--- config.mk ---
export PLATFORM = sky130hd
export DESIGN_NAME = wallace_tree_divider
export DESIGN_NICKNAME = d
export VERILOG_FILES = /design/src/rtl/div_pkg.sv /design/src/rtl/div_step.sv /design/src/rtl/wallace_tree_divider.sv
export SDC_FILE = /design/constraint.sdc
export NUM_CORES = 1
export LEC_CHECK = 0
export ABC_AREA = 1
export CAP_MARGIN = 15
export CORE_MARGIN = 4
export CORE_UTILIZATION = 56
export CTS_CLUSTER_DIAMETER = 120
export DETAILED_ROUTE_END_ITERATION = 10
export HOLD_SLACK_MARGIN = 0.15
export PLACE_DENSITY_LB_ADDON = 0.12
export RECOVER_POWER = 25
export SLEW_MARGIN = 25
export SYNTH_ARGS = -nofsm -noshare
export SYNTH_HDL_FRONTEND = slang
export SYNTH_HIERARCHICAL = 1
export SYNTH_SLANG_ARGS = --single-unit
export TNS_END_PERCENT = 5
--- constraint.sdc ---
create_clock -name i_clk -period 6.1 [get_ports i_clk]
set_input_delay 0.915 -clock i_clk [delete_from_list [all_inputs] [get_ports i_clk]]
set_output_delay 0.915 -clock i_clk [all_outputs]
set_load 0.05 [all_outputs]
--- src/rtl/div_pkg.sv ---
// Shared types and sizing for the sequential restoring divider.
// Default divisor width; dividend/quotient are twice that.
package div_pkg;
  typedef enum logic [1:0] {IDLE, CALC, FIX} state_t;

  localparam int DIV_N     = 4;
  localparam int DIV_W     = 2 * DIV_N;
  localparam int DIV_CNT_W = $clog2(DIV_W + 1);
endpackage

--- src/rtl/div_step.sv ---
// One restoring division step: shift in a dividend bit, trial-subtract the divisor.
// Purely combinational.
module div_step
  import div_pkg::*;
#(
  parameter int N = DIV_N
) (
  input  logic [N-1:0] i_pr,
  input  logic         i_bit,
  input  logic [N-1:0] i_divisor,
  output logic [N:0]   o_pr,
  output logic         o_qbit
);
  logic [N:0] w_shift;
  logic [N:0] w_trial;

  // Partial remainder stays below the divisor, so its top bit is never needed here.
  always_comb begin
    w_shift = {i_pr, i_bit};
    w_trial = w_shift - {1'b0, i_divisor};
    o_qbit  = ~w_trial[N];
    o_pr    = o_qbit ? w_trial : w_shift;
  end
endmodule

--- src/rtl/wallace_tree_divider.sv ---
// Restoring divider, one quotient bit per cycle, start/busy/done handshake (latency 2N+1).
// Signed dividend handling is enabled by defining DIVIDER_SIGNED_EN.
module wallace_tree_divider
  import div_pkg::*;
#(
  parameter int N = DIV_N
) (
  input  logic           i_clk,
  input  logic           i_rst,
  input  logic           i_start,
  input  logic [2*N-1:0] i_dividend,
  input  logic [N-1:0]   i_divisor,
  output logic           o_busy,
  output logic           o_done,
  output logic [2*N-1:0] o_quotient,
  output logic [N:0]     o_remainder,
  output logic           o_div_by_zero
);
  localparam int W  = 2 * N;
  localparam int CW = $clog2(W + 1);

  state_t         r_state;
  logic [W-1:0]   r_dq;
  logic [N-1:0]   r_div;
  logic [N:0]     r_pr;
  logic [CW-1:0]  r_cnt;
  logic           r_busy;
  logic           r_done;
  logic [W-1:0]   r_quot;
  logic [N:0]     r_rem;
  logic           r_dz;

  logic [W-1:0]   w_mag;
  logic [W-1:0]   w_q_fix;
  logic [N:0]     w_r_fix;
  logic [N:0]     w_pr_next;
  logic           w_qbit;

`ifdef DIVIDER_SIGNED_EN
  logic r_sign;
  assign w_mag   = i_dividend[W-1] ? (~i_dividend + 1'b1) : i_dividend;
  assign w_q_fix = r_sign ? (~r_dq + 1'b1) : r_dq;
  assign w_r_fix = r_sign ? (~r_pr + 1'b1) : r_pr;
`else
  assign w_mag   = i_dividend;
  assign w_q_fix = r_dq;
  assign w_r_fix = r_pr;
`endif

  div_step #(.N(N)) u_step (
    .i_pr      (r_pr[N-1:0]),
    .i_bit     (r_dq[W-1]),
    .i_divisor (r_div),
    .o_pr      (w_pr_next),
    .o_qbit    (w_qbit)
  );

  always_ff @(posedge i_clk) begin
    if (i_rst) begin
      r_state <= IDLE;
      r_dq    <= '0;
      r_div   <= '0;
      r_pr    <= '0;
      r_cnt   <= '0;
      r_busy  <= 1'b0;
      r_done  <= 1'b0;
      r_quot  <= '0;
      r_rem   <= '0;
      r_dz    <= 1'b0;
`ifdef DIVIDER_SIGNED_EN
      r_sign  <= 1'b0;
`endif
    end else begin
      r_done <= 1'b0;
      case (r_state)
        IDLE: begin
          if (i_start) begin
            if (i_divisor == '0) begin
              r_quot <= '1;
              r_rem  <= '0;
              r_dz   <= 1'b1;
              r_done <= 1'b1;
            end else begin
              r_dq    <= w_mag;
              r_div   <= i_divisor;
              r_pr    <= '0;
              r_cnt   <= '0;
              r_busy  <= 1'b1;
              r_state <= CALC;
`ifdef DIVIDER_SIGNED_EN
              r_sign  <= i_dividend[W-1];
`endif
            end
          end
        end
        CALC: begin
          r_dq  <= {r_dq[W-2:0], w_qbit};
          r_pr  <= w_pr_next;
          r_cnt <= r_cnt + 1'b1;
          if (r_cnt == CW'(W - 1)) r_state <= FIX;
        end
        FIX: begin
          r_quot  <= w_q_fix;
          r_rem   <= w_r_fix;
          r_dz    <= 1'b0;
          r_done  <= 1'b1;
          r_busy  <= 1'b0;
          r_state <= IDLE;
        end
        default: r_state <= IDLE;
      endcase
    end
  end

  assign o_busy        = r_busy;
  assign o_done        = r_done;
  assign o_quotient    = r_quot;
  assign o_remainder   = r_rem;
  assign o_div_by_zero = r_dz;
endmodule

* Word-level counts from Yosys, hierarchy flattened
Index checks and enable logic that the tools add are counted.
** Word-level totals
- Register bits after elaboration :: 39
- Latch bits :: 0
- Memory bits (writable) :: 0
- ROM bits :: 0
- Input bits :: 15
- Output and inout bits :: 16
- Word-level logic and storage cells :: 59
- Memories kept :: 0
** Cells by class
- Add/sub/neg operators :: 2
- $mul :: 0
- Divide/modulo/power cells :: 0
- $lt $le $gt $ge :: 0
- Eq/ne operators :: 7
- Shift-type cells :: 0
- Muxes and demuxes :: 29
- Bitwise operators :: 2
- Reduce and logical (&&, ||, !) cells :: 9
** Operator list (number)
- $mux W8 :: 4
- $pmux W8 S2 :: 2
- $mux W5 :: 5
- $pmux W5 S2 :: 2
- $reduce_and A3 Y1 :: 5
- $mux W4 :: 2
- $ne A2 B2 Y1 const B :: 4
- $pmux W4 S2 :: 1
- $mux W1 :: 6
- $mux W2 :: 3
- $pmux W1 S2 :: 3
- $sub A5 B4 Y5 :: 1
- $add A4 B1 Y4 const B :: 1
- $eq A4 B3 Y1 const B :: 1
- $logic_not A4 Y1 :: 1
- $pmux W2 S2 :: 1
- $reduce_bool A2 Y1 :: 2
- $eq A2 B1 Y1 const B :: 1
- $eq A2 B2 Y1 const B :: 1
- $logic_not A2 Y1 :: 1
- $not A1 Y1 :: 2

* Longest topological paths before layout
- Depth in word-level cells :: 4
- Gate-level depth with buffers :: 13
- Mapped depth without buffers :: 13

* Modules after synthesis
Netlist, hierarchy kept.
** By module, submodules not included
- wallace_tree_divider :: instances 1, cells each 236, area an instance 1662.8 um^2, sequential area each 780.7 um^2
- div_step :: instances 1, cells each 33, area an instance 198.9 um^2, sequential area each 0.0 um^2

* Least setup slack after synthesis
OpenSTA, ideal clock, no wires.
- Kind :: register -> register
- Start :: register r_dq[7]
- End :: register r_pr[2]
- Setup time :: 0.128 ns
- Data arrival time :: 1.836 ns
- Data required time :: 5.972 ns
- Setup slack :: 4.137 ns
- Stages on the path, launching flop included :: 14
- Buffers on the path :: 0
- Period minus slack after synthesis :: 1.963 ns
- Cell sequence :: dfxtp_1 -> inv_1 -> ha_1 -> fa_1 -> inv_1 -> a21oi_1 -> o21bai_1 -> ha_1 -> inv_1 -> a21oi_1 -> o21ai_0 -> nand2_1 -> nand2_1 -> a21oi_1
** Between the ends
- Longest elaborated chain between the ends :: 3
** RTL lines
- from (decl) :: RTL line wallace_tree_divider.sv:23 : logic [W-1:0] r_dq;
- from (signal assigned) :: RTL line wallace_tree_divider.sv:84 : r_dq <= w_mag;
- from (signal assigned) :: RTL line wallace_tree_divider.sv:97 : r_dq <= {r_dq[W-2:0], w_qbit};
- $sub A5 B4 Y5 :: RTL line div_step.sv:20 : w_trial = w_shift - {1'b0, i_divisor};
- $mux W5 :: RTL line div_step.sv:22 : o_pr = o_qbit ? w_trial : w_shift;
- via w_pr_next[2] :: RTL line wallace_tree_divider.sv:36 : logic [N:0] w_pr_next;
- $pmux W5 S2 :: RTL line wallace_tree_divider.sv:75 : case (r_state)
- to (signal assigned) :: RTL line wallace_tree_divider.sv:98 : r_pr <= w_pr_next;
- to (decl) :: RTL line wallace_tree_divider.sv:25 : logic [N:0] r_pr;
The timed path passes the listed nets, and every way through them passes these cells.
A chain may end at the register's enable or synchronous reset.

* Final worst setup path
- Start :: input port i_start
- End :: register r_cnt[0]
** Between the ends
- Longest elaborated chain between the ends :: 2
** RTL lines
- from (decl) :: RTL line wallace_tree_divider.sv:10 : input logic i_start,
- $ne A2 B2 Y1 (no line)
- $reduce_and A3 Y1 (no line)
- to (signal assigned) :: RTL line wallace_tree_divider.sv:99 : r_cnt <= r_cnt + 1'b1;
- to (decl) :: RTL line wallace_tree_divider.sv:26 : logic [CW-1:0] r_cnt;
No other way between the ends.

==> summary.md <==
| Metric | Value |
|---|---|
| Status | finished clean |
| Setup repair bufs after CTS | 0 |
| Sequential Power Share | 50.7% |
| Worst path cell trace | clkdlybuf4s50_1 -> inv_1 -> a21oi_1 -> nand2_1 -> o21ai_0 -> inv_1 |
| Worst IR Drop VDD | 0.141 mV |
| WHS Endpoint | o_quotient[2] |
| CP Launch Type | primary input |
| Reg2Reg Setup Slack | 3.84 ns |
| Max-cap violations | 0 |
| CTS resizes | 0 |
| GRT overflow | 0 |
| NumNets Final | 320 |
| Pwr per Cell Area | between 200 and 250 mW/mm² |
| Core area | 0.00313 mm² |
| Vias in the first global route | 1658 |
| Final core occ | a little under three quarters |
| Synth Instances | 269 |
| I/O pin cnt | 31 |
| Syn_nets | 291 |
| Cell Area, Synth | 0.00186 mm² |
| Cell taking the most area after synthesis | dfxtp_1 |
| Number of synthesized flops with an enable pin | 0 |
| Die X | around 66 µm |
| Worst Path Arrival | 2.71 ns |
| # fillers | 275 |
| CTS Root Cell | clkbuf_4 |
| Crit. Startpoint | i_start |
| CP max stage delay | 0.59 ns |
| Overall Power | approximately 560 µW |
| Layout cells sized above 1 | 4.35% |
| Hold Path Class | flop to flop |
| Clock network power share | 27.0% |
| Cell variety after synth | 23 |
| Initial DRC Count | 82 |
| Main synth FF type | dfxtp_1 |
| Vias/cell | between 4 and 5 |
| WL/cell | ~11 µm |
| 1st-pass router iterations | 4 |
| Clock-pin slew on the worst setup and hold paths | 0.12 ns |
| Fmax | around 400 MHz |
| Placer Congestion | 0.768 |
| Worst setup path class | primary input to flop |
| RSZ-0062 raised after global routing | false |
| Total Routing Usage GR | 19.9% |
| Hold buffers post-CTS | 0 |
| R2R cell count | 13 |
| Pins Over Slew Limit | 0 |
| Crit path capture type | flop |
| Clock Skew | 0.0126 ns |
| Layout area overhead | 20.0% |
| Setup TNS | 0 ns |
| HP Start | o_quotient[2] |
| CP max-delay cell | clkdlybuf4s50_1 |
| Die Y | 65.7 µm |
| Full die area | 0.00431 mm² |
| Hold Path Cell Cnt | 2 |
| Synth area leaders | dfxtp_1 42%, nand2_1 14%, a21oi_1 7.8% |
| # port buffers | 30 |
| Starting Density | 59.5% |
| FP Rows | 20 |
| Top-count cell post-synth | nand2_1 |
| Drt total wl | 3.77 mm |
| Tmin final | roughly 2.5 ns |
| Worst R2R End | r_pr[2] |
| CP max FO | 26 |
| Ant. Diodes | 0 |
| Synth top cells by count | 69 x nand2_1, 39 x dfxtp_1, 38 x inv_1 |
| Post-synthesis sequential area ratio | 41.9% |
| Comb power frac | 22.4% |
| First-pass GRT wire length | 6.72 mm |
| Htree depth | 2 |
| Most frequent CP cell | inv_1 |
| Syn avg cell area | approximately 6.9 µm² |
| Max Root-Sink Buffers | 2 |
| Final Setup Violations | 0 |
| Endpoints failing hold | 0 |
| Slew headroom | 44.5% |
| Worst EP required | 6.33 ns |
| Clock latency on the worst-skew pair | 0.34 ns |
| Remaining antenna violation count after routing | 0 |
| Cell area after layout | 0.00223 mm² |
| Post-DP Area | between 0.002 and 0.0025 mm² |
| Switch share | 31.1% |
| Initial antenna violation count | 0 |
| Period utilization | 40.6% |
| Ys async rst share | 0% |
| Vias | 1694 |
| Yosys warnings | 6 |
| Largest net degree at the start of global routing | 27 |
| CTS Buf Count | 5 |
| DRC Markers | 0 |
| FF-to-FF Start | r_dq[7] |
| Final HPWL from detailed placement | 2.74 mm |
| Place WS | 3.45 ns |
| Leak Pwr | 0.944 nW |
| CTS sink count | 39 |
| Post-synth top area share | 41.9% |
| Worst-Margin Slew | 0.830 ns |
| Sw power | ~170 µW |
| P_int | approximately 380 µW |
| Flops & latches, synth | 39 |
| Worst Setup Slack, final | ~3.6 ns |
| CTS tree | built |
## how the worst max path moves through the flow
stage | to | cells past startpoint
final | r_cnt[0] | 6
after global routing | r_dq[4] | 7
after CTS | o_remainder[2] | 1
after detailed placement | o_quotient[3] | 4
after global placement | o_quotient[4] | 4
after floorplan | r_pr[2] | 13
## state kept, by name, indices dropped and copies added (netlist names)
signal and count:
r_state 2, r_div 4, o_quotient 8, r_pr 5, r_cnt 4, r_dq 8, o_busy 1, o_div_by_zero 1
o_remainder 5, o_done 1
## cell usage in the layout, fill, tap and decap left out, drive strengths merged
cell type	count
inv	39
dlygate4sd3	2
clkbuf	7
ha	6
a21oi	30
nand4	6
o21bai	1
nand2	72
clkinvlp	1
nand3	12
clkinv	1
fa	1
or2	1
clkdlybuf4s50	28
o21ai	21
nor3	1
dfxtp	39
nor2	31
## logic make-up after synthesis
logic type                 share of synthesized area (%)
AOI/OAI and AO/OA                                   14.7
adders and majority gates                           5.11
buffers and inverters                               10.8
DFF                                                 41.9
and+or+nand+nor                                     27.4
## critical path, delay by kind of cell
| family | cells | cell delay (ns) |
|---|---|---|
| AO/OA/AOI/OAI | 2 | 0.52 |
| AND/OR/NAND/NOR | 1 | 0.50 |
| buffers and inverters | 3 | 0.78 |
## through the flow
stage	hold slack, ns	cells
floorplan	0.439	269
global placement	0.440	335
detailed placement	0.445	335
CTS	0.462	343
global route	0.484	343
finish	0.458	343
## power by group through the flow
stage	combinational [mW]	sequential, mW	clock (mW)
after floorplan	0.0691	0.308	0
after global placement	0.123	0.288	0
after detailed placement	0.125	0.288	0
after CTS	0.125	0.282	0.155
after global routing	0.141	0.285	0.164
final	0.125	0.282	0.150
## area by class of cell
type,count,area [µm²],share of cell area [%]
well taps,44,55.1,2.46
flip-flops and latches,39,781,35.0
multi-input cells,182,875,39.2
repair buffers,30,300,13.4
clock inverters,1,7.51,0.336
inverters,40,150,6.72
clock buffers,7,65.1,2.91
## metal layers
metal	wire (µm)	part of all wire, %	up-vias	global-route usage (%)
li1	-	-	907	-
met1	1770	47	737	23.6
met2	1730	46	43	34.3
met3	194	5.2	7	4.10
met4	74	2.0	0	8.81
met5	0	0	-	0
Power figures use the tool's default switching activity.
